===== src/rtl/dmem_responder.sv =====
// Handshaked multi-cycle data memory: one outstanding load/store, 64-bit doublewords
// with byte strobes, fixed response latency and response backpressure.
module dmem_responder #(
  parameter int unsigned DEPTH   = 64,
  parameter int unsigned LATENCY = 2
) (
  input  logic        clk,
  input  logic        reset,
  input  logic        req_valid,
  output logic        req_ready,
  input  logic        req_write,
  input  logic [63:0] req_addr,
  input  logic [63:0] req_wdata,
  input  logic [7:0]  req_wstrb,
  output logic        rsp_valid,
  input  logic        rsp_ready,
  output logic [63:0] rsp_rdata,
  output logic        rsp_err
);

  typedef enum logic [1:0] {IDLE, BUSY, RESP} state_t;

  localparam int unsigned IW       = (DEPTH > 1) ? $clog2(DEPTH) : 1;
  localparam logic [3:0]  CNT_INIT = 4'(LATENCY - 1);

  state_t      state_q, state_d;
  logic [3:0]  cnt_q, cnt_d;
  logic        write_q, write_d;
  logic [63:0] addr_q, addr_d;
  logic [63:0] wdata_q, wdata_d;
  logic [7:0]  wstrb_q, wstrb_d;
  logic [63:0] rdata_q, rdata_d;
  logic        err_q, err_d;

  logic [63:0] mem [DEPTH];

  logic          acc_err;
  logic [IW-1:0] idx;
  logic          commit;

  // The access happens on the edge that leaves BUSY, so the store lands
  // together with the response becoming valid.
  assign acc_err = (addr_q[2:0] != 3'd0) || (addr_q[63:3] >= 61'(DEPTH));
  assign idx     = addr_q[IW+2:3];
  assign commit  = (state_q == BUSY) && (cnt_q == '0);

  always_comb begin
    state_d = state_q;
    cnt_d   = cnt_q;
    write_d = write_q;
    addr_d  = addr_q;
    wdata_d = wdata_q;
    wstrb_d = wstrb_q;
    rdata_d = rdata_q;
    err_d   = err_q;
    case (state_q)
      IDLE: begin
        if (req_valid) begin
          write_d = req_write;
          addr_d  = req_addr;
          wdata_d = req_wdata;
          wstrb_d = req_wstrb;
          cnt_d   = CNT_INIT;
          state_d = BUSY;
        end
      end
      BUSY: begin
        if (cnt_q != '0) begin
          cnt_d = cnt_q - 4'd1;
        end else begin
          state_d = RESP;
          if (acc_err) begin
            rdata_d = '0;
            err_d   = 1'b1;
          end else begin
            rdata_d = write_q ? '0 : mem[idx];
            err_d   = 1'b0;
          end
        end
      end
      RESP: begin
        if (rsp_ready) begin
          state_d = IDLE;
          rdata_d = '0;
          err_d   = 1'b0;
        end
      end
      default: state_d = IDLE;
    endcase
  end

  always_ff @(posedge clk or posedge reset) begin
    if (reset) begin
      state_q <= IDLE;
      cnt_q   <= '0;
      write_q <= 1'b0;
      addr_q  <= '0;
      wdata_q <= '0;
      wstrb_q <= '0;
      rdata_q <= '0;
      err_q   <= 1'b0;
    end else begin
      state_q <= state_d;
      cnt_q   <= cnt_d;
      write_q <= write_d;
      addr_q  <= addr_d;
      wdata_q <= wdata_d;
      wstrb_q <= wstrb_d;
      rdata_q <= rdata_d;
      err_q   <= err_d;
    end
  end

  // Storage is never reset; reset forces IDLE, which blocks any pending commit.
  always_ff @(posedge clk) begin
    if (commit && write_q && !acc_err) begin
      for (int unsigned i = 0; i < 8; i++) begin
        if (wstrb_q[i]) mem[idx][8*i +: 8] <= wdata_q[8*i +: 8];
      end
    end
  end

  assign req_ready = (state_q == IDLE);
  assign rsp_valid = (state_q == RESP);
  assign rsp_rdata = rdata_q;
  assign rsp_err   = err_q;

endmodule


===== config.mk =====
export PLATFORM = sky130hd
export DESIGN_NAME = dmem_responder
export DESIGN_NICKNAME = d
export VERILOG_FILES = /design/src/rtl/dmem_responder.sv
export SDC_FILE = /design/constraint.sdc
export NUM_CORES = 2
export LEC_CHECK = 0
export BUFFER_PORTS_ARGS = -buffer_cell sky130_fd_sc_hd__buf_2
export CORE_MARGIN = 1
export CORE_UTILIZATION = 25
export DETAILED_ROUTE_END_ITERATION = 10
export GPL_TIMING_DRIVEN = 0
export PLACE_DENSITY = 0.36
export SLEW_MARGIN = 20
export SYNTH_ARGS = -nofsm -noshare
export SYNTH_HDL_FRONTEND = slang
export SYNTH_SLANG_ARGS = --single-unit

===== constraint.sdc =====
create_clock -name clk -period 11.6 [get_ports clk]
set_input_delay 1.74 -clock clk [delete_from_list [all_inputs] [get_ports clk]]
set_output_delay 1.74 -clock clk [all_outputs]
set_load 0.05 [all_outputs]

[Word-level counts from Yosys, hierarchy flattened]
Memories as Yosys holds them, arrays and structs flattened.
Cells that the tools add are included.
Cells by class
  add/subtract/negate cells: 1
  reductions and logical operators: 15
  eq/ne operators: 6
  mux-type cells: 40
  magnitude comparators: 1
Operators with widths (number)
  64-bit two-way mux: 4
  64-bit one-hot mux with 2 select lines: 1
  61-bit by 7-bit greater-or-equal comparator with 1-bit output (second input constant): 1
  1-bit two-way mux: 27
  3-bit AND reduction: 3
  4-bit two-way mux: 2
  4-bit one-hot mux with 2 select lines: 1
  2-bit two-way mux: 3
  2-bit one-hot mux with 3 select lines: 1
  4-bit zero test: 1
  2-bit by 1-bit inequality test with 1-bit output (second input constant): 2
  2-bit inequality test (second input constant): 2
  2-bit nonzero test: 2
  4-bit nonzero test: 1
  4-bit by 1-bit subtractor with 4-bit output (second input constant): 1
  1-bit logical AND: 3
  3-bit nonzero test: 1
  2-bit by 1-bit equality test with 1-bit output (second input constant): 1
  2-bit equality test (second input constant): 1
  2-bit zero test: 1
  1-bit one-hot mux with 2 select lines: 1
  2-bit AND reduction: 1
  1-bit zero test: 1
  1-bit logical OR: 1
Storage, ports and cells
  register bits after elaboration: 208
  output and inout bits: 67
  memory bits (writable): 4096
  memories: 1
  logic and storage cells: 72
  input bits: 141
Memory list
  mem: depth 64, bits a word 64, read ports 1, clocked after Yosys merged registers in 0, write ports 1, RTL line 35  | logic [63:0] mem [DEPTH];

[Longest topological paths before layout]
  word-level depth: 6
  mapped depth: 11
  gate-level depth less buffers: 8

[Least setup slack after synthesis]
OpenSTA, ideal clock, no wires.
  path type: input port to flip-flop
  from: input req_valid
  to: register wstrb_q[0]
  path slack: 8.597 ns
  path buffers: 3
  arrival time: 2.878 ns
  library setup time: 0.125 ns
  data required time: 11.475 ns
  stages: 5
  cells stage by stage: and2_1 clkbuf_1 clkbuf_1 clkbuf_1 mux2_2
Between the ends
  longest elaborated chain between the ends: 1
Ends and longest elaborated chain
  start, declared: RTL line 9  | input logic req_valid,
  2-bit AND reduction (no source line)
  end signal, assigned: RTL line 108  | wstrb_q <= wstrb_d;
  end, declared: RTL line 31  | logic [7:0] wstrb_q, wstrb_d;
Every way passes these cells.
A chain may end at the register's enable or synchronous reset.

[Worst setup path in the final report]
  from: register addr_q[5]
  to: memory mem[23][32], enable pin
Between the ends
  longest elaborated chain between the ends: 6
Ends and longest elaborated chain
  start, declared: RTL line 29  | logic [63:0] addr_q, addr_d;
  start signal, assigned: RTL line 106  | addr_q <= addr_d;
  61-bit by 7-bit greater-or-equal comparator with 1-bit output: RTL line 43  | assign acc_err = (addr_q[2:0] != 3'd0) || (addr_q[63:3] >= 61'(DEPTH));
  1-bit logical OR: RTL line 43
  1-bit zero test: RTL line 116  | if (commit && write_q && !acc_err) begin
  1-bit logical AND: RTL line 116
  1-bit two-way mux: RTL line 116
  1-bit two-way mux (implied by the code): RTL line 118  | if (wstrb_q[i]) mem[idx][8*i +: 8] <= wdata_q[8*i +: 8];
  end, declared: RTL line 35
Parallel ways exist; a longest one is shown, timed or not.

==> results_dict.tcl <==
set metrics [dict create \
    synth_most_common_cell "edfxtp_1" \
    cts_root_buffer "clkbuf_16" \
    cp.required_ns 12.26 \
    coreArea_um2 663000 \
    p_total_mw 54.7 \
    path_class "reg2reg" \
    fmax_ghz 0.154 \
    r2r_slack_ns 5.12 \
    pin_count 208 \
    insertion_delay_ns 1.10 \
    arrival_ns 7.14 \
    status "complete, but fails checks" \
    crit_chain "buf_2 -> buf_4 -> buf_4 -> buf_2 -> nand2_1 -> nor2_2 -> nand2_2 -> nor2_1" \
    chipHeight_um 818 \
    period_needed_ns 6.48 \
    cpPeakStageDelay_ns 1.12 \
    cts_resized 0 \
    slew_headroom 0.145 \
    syn-mean-instance-area_um2 17.5 \
    grt_max_degree 81 \
    synth_async_sr_flop_share 0.0483 \
    hold_path.class "reg2reg" \
    ys_types 62 \
    rsz0062_at_grt "no" \
    postCtsSetupBuffers 0 \
    violations "design-rule violations" \
    yosysTopAreaCellShare 0.739 \
    cts_tree "yes" \
    end_kind "register" \
    start_util 0.251 \
    syn2layout_area_growth_pct 19.6 \
    synth_edf_count 4096 \
    start_kind "register" \
    ys_seq_area_frac 0.770 \
    io_buffer_count 207 \
    synthCells 9486 \
    worst_pin_slew_ns 1.27 \
    skew_ns 0.101 \
    maxCapViolCount 0 \
    viasPerCell 5.09 \
    vdd_drop_max_uv 225 \
    ys_ff_latch 4304 \
    clk_pin_slew_ns 0.06 \
    drc 32 \
    die_area_um2 669000 \
    antenna_found_initial 141 \
    synthTopCellsByCount "4096 x edfxtp_1, 765 x nor2_1, 555 x a22oi_1" \
    rows 299 \
    finalSetupViolCount 0 \
    ys.flop_type "edfxtp_1" \
    hold_buffers 0 \
    crit_fanout 11 \
    dp_hpwl_um 547000 \
    synth_fp_nets 9629 \
    syn_area_um2 166000 \
    first_pass_iters 9 \
    first_global_vias 98457 \
    fin_area_um2 199000 \
    gp_congestion 0.865 \
    wl_per_cell_um 38.3 \
    vias 100387 \
    hold_viol_final 0 \
    power.leakage_nw 63.2 \
    first_iter_violations 12681 \
    cts-htree-levels 5 \
    drive_gt1_frac 0.214 \
    n_fill_cell 65177 \
    cts.sinks 4304 \
    synth_top_cell_by_area "edfxtp_1" \
    nets 10481 \
    cts_made_buffers 476 \
    globalRouteOverflowTotal 0 \
    cts_max_path_buffers 4 \
    finalCritPeriodShare 0.558 \
    power_density_nw_per_um2 275 \
    synthTopCellsByArea "edfxtp_1 74%, mux4_2 3.6%, dfrtp_1 3.1%, mux2_2 2.6%, a22oi_1 2.5%" \
    place_area_um2 183000 \
    ant_nets 0 \
    dieWidth_um 818 \
    finalWirelength_um 755000 \
    critical-path-slowest-cell "nor2_1" \
    grt.total_usage 0.218 \
    yosys_warnings 0 \
    grt_first_pass_wirelength_um 971000 \
    maxSlewViolCount 0 \
]
layer usage:
metal,vias up,GRT usage,routed length [um]
li1,40288,-,-
met1,54013,0.292,317000
met2,4905,0.346,344000
met3,1135,0.0445,57700
met4,46,0.0900,36000
met5,-,0,321
area by class of cell:
class / count / area, um^2 / share of cell area
clock inverters: 288 / 2840 / 0.0143
flip-flops and latches: 4304 / 128000 / 0.645
clock buffers: 608 / 12800 / 0.0643
multi-input cells: 4505 / 35700 / 0.179
inverters: 8 / 37.5 / 0.000189
well taps: 8879 / 11100 / 0.0558
plain buffers: 669 / 3180 / 0.0159
repair buffers: 374 / 4790 / 0.0241
diodes: 85 / 213 / 0.00107
state kept, by name (all words and copies together), names as in the netlist:
register   count
mem         4096
addr_q        64
rsp_rdata     64
wdata_q       64
wstrb_q        8
cnt_q          4
state_q        2
rsp_err        1
write_q        1
layout by cell type, fill, tap and decap left out, types with 28 or more instances in the layout:
cell type | netlist | layout
buf_4 | 41 | 52
diode_2 | 0 | 85
a221o_1 | 80 | 80
dfrtp_4 | 0 | 64
o22ai_1 | 183 | 183
a32oi_1 | 61 | 61
buf_6 | 16 | 28
nor2_1 | 765 | 723
buf_12 | 0 | 68
dfrtp_1 | 208 | 144
a221oi_1 | 188 | 188
buf_16 | 0 | 77
mux2_2 | 391 | 391
clkbuf_16 | 0 | 485
nand2_1 | 402 | 338
nand2_4 | 0 | 45
a22oi_1 | 555 | 554
clkinv_1 | 0 | 105
buf_1 | 85 | 72
nor2_2 | 0 | 42
clkinv_2 | 0 | 93
mux4_2 | 266 | 266
buf_2 | 207 | 417
nor4_1 | 77 | 76
a22o_1 | 135 | 135
o2bb2ai_1 | 184 | 184
a31o_2 | 58 | 58
mux2i_1 | 386 | 386
a21o_1 | 117 | 117
o21ai_0 | 141 | 141
edfxtp_1 | 4096 | 4096
clkbuf_1 | 319 | 369
nand3_1 | 68 | 67
a21oi_1 | 310 | 310
a31oi_1 | 65 | 65
bufinv_16 | 0 | 50
clkbuf_2 | 1 | 45
power by group:
part	total (mW)	leakage, nW	internal (mW)	switching, mW
combinational	18.8	16.2	5.05	13.7
sequential	20.5	39.4	19.6	0.963
clock	15.4	7.65	8.88	6.54
logic make-up after synthesis:
kind of cell | synth area share
fa+ha+maj | 0.000150
compound gates | 0.0917
simple gates | 0.0333
mux | 0.0861
buf+inv | 0.0185
flops | 0.770
final timing paths:
path,cells past startpoint,from,to
setup reg to reg,8,addr_q[5],mem[23][32]
setup / recovery,8,addr_q[5],mem[23][32]
hold reg to reg,1,addr_q[42],addr_q[42]
max in group asynchronous,4,reset,wdata_q[54]
min in group asynchronous,2,reset,rsp_rdata[16]
hold / removal,1,addr_q[42],addr_q[42]
metrics by stage:
step	worst slack, ns	hold WS [ns]	util	cells	setup TNS, ns
after CTS	5.43	0.512	0.300	19633	0
after global placement	-2.82	0.486	0.269	18572	-555.97
final	5.12	0.506	0.300	19720	0
after detailed placement	5.43	0.496	0.276	18737	0
after global routing	5.40	0.529	0.300	19646	0
after floorplan	4.18	0.481	-	9486	0
critical path: cells and delay by family (launching register included):
family                 cells  cell delay [ns]
buffers and inverters      4             2.13
DFF                        1             0.45
and+or+nand+nor            4             3.43
Power figures use the tool's default switching activity.
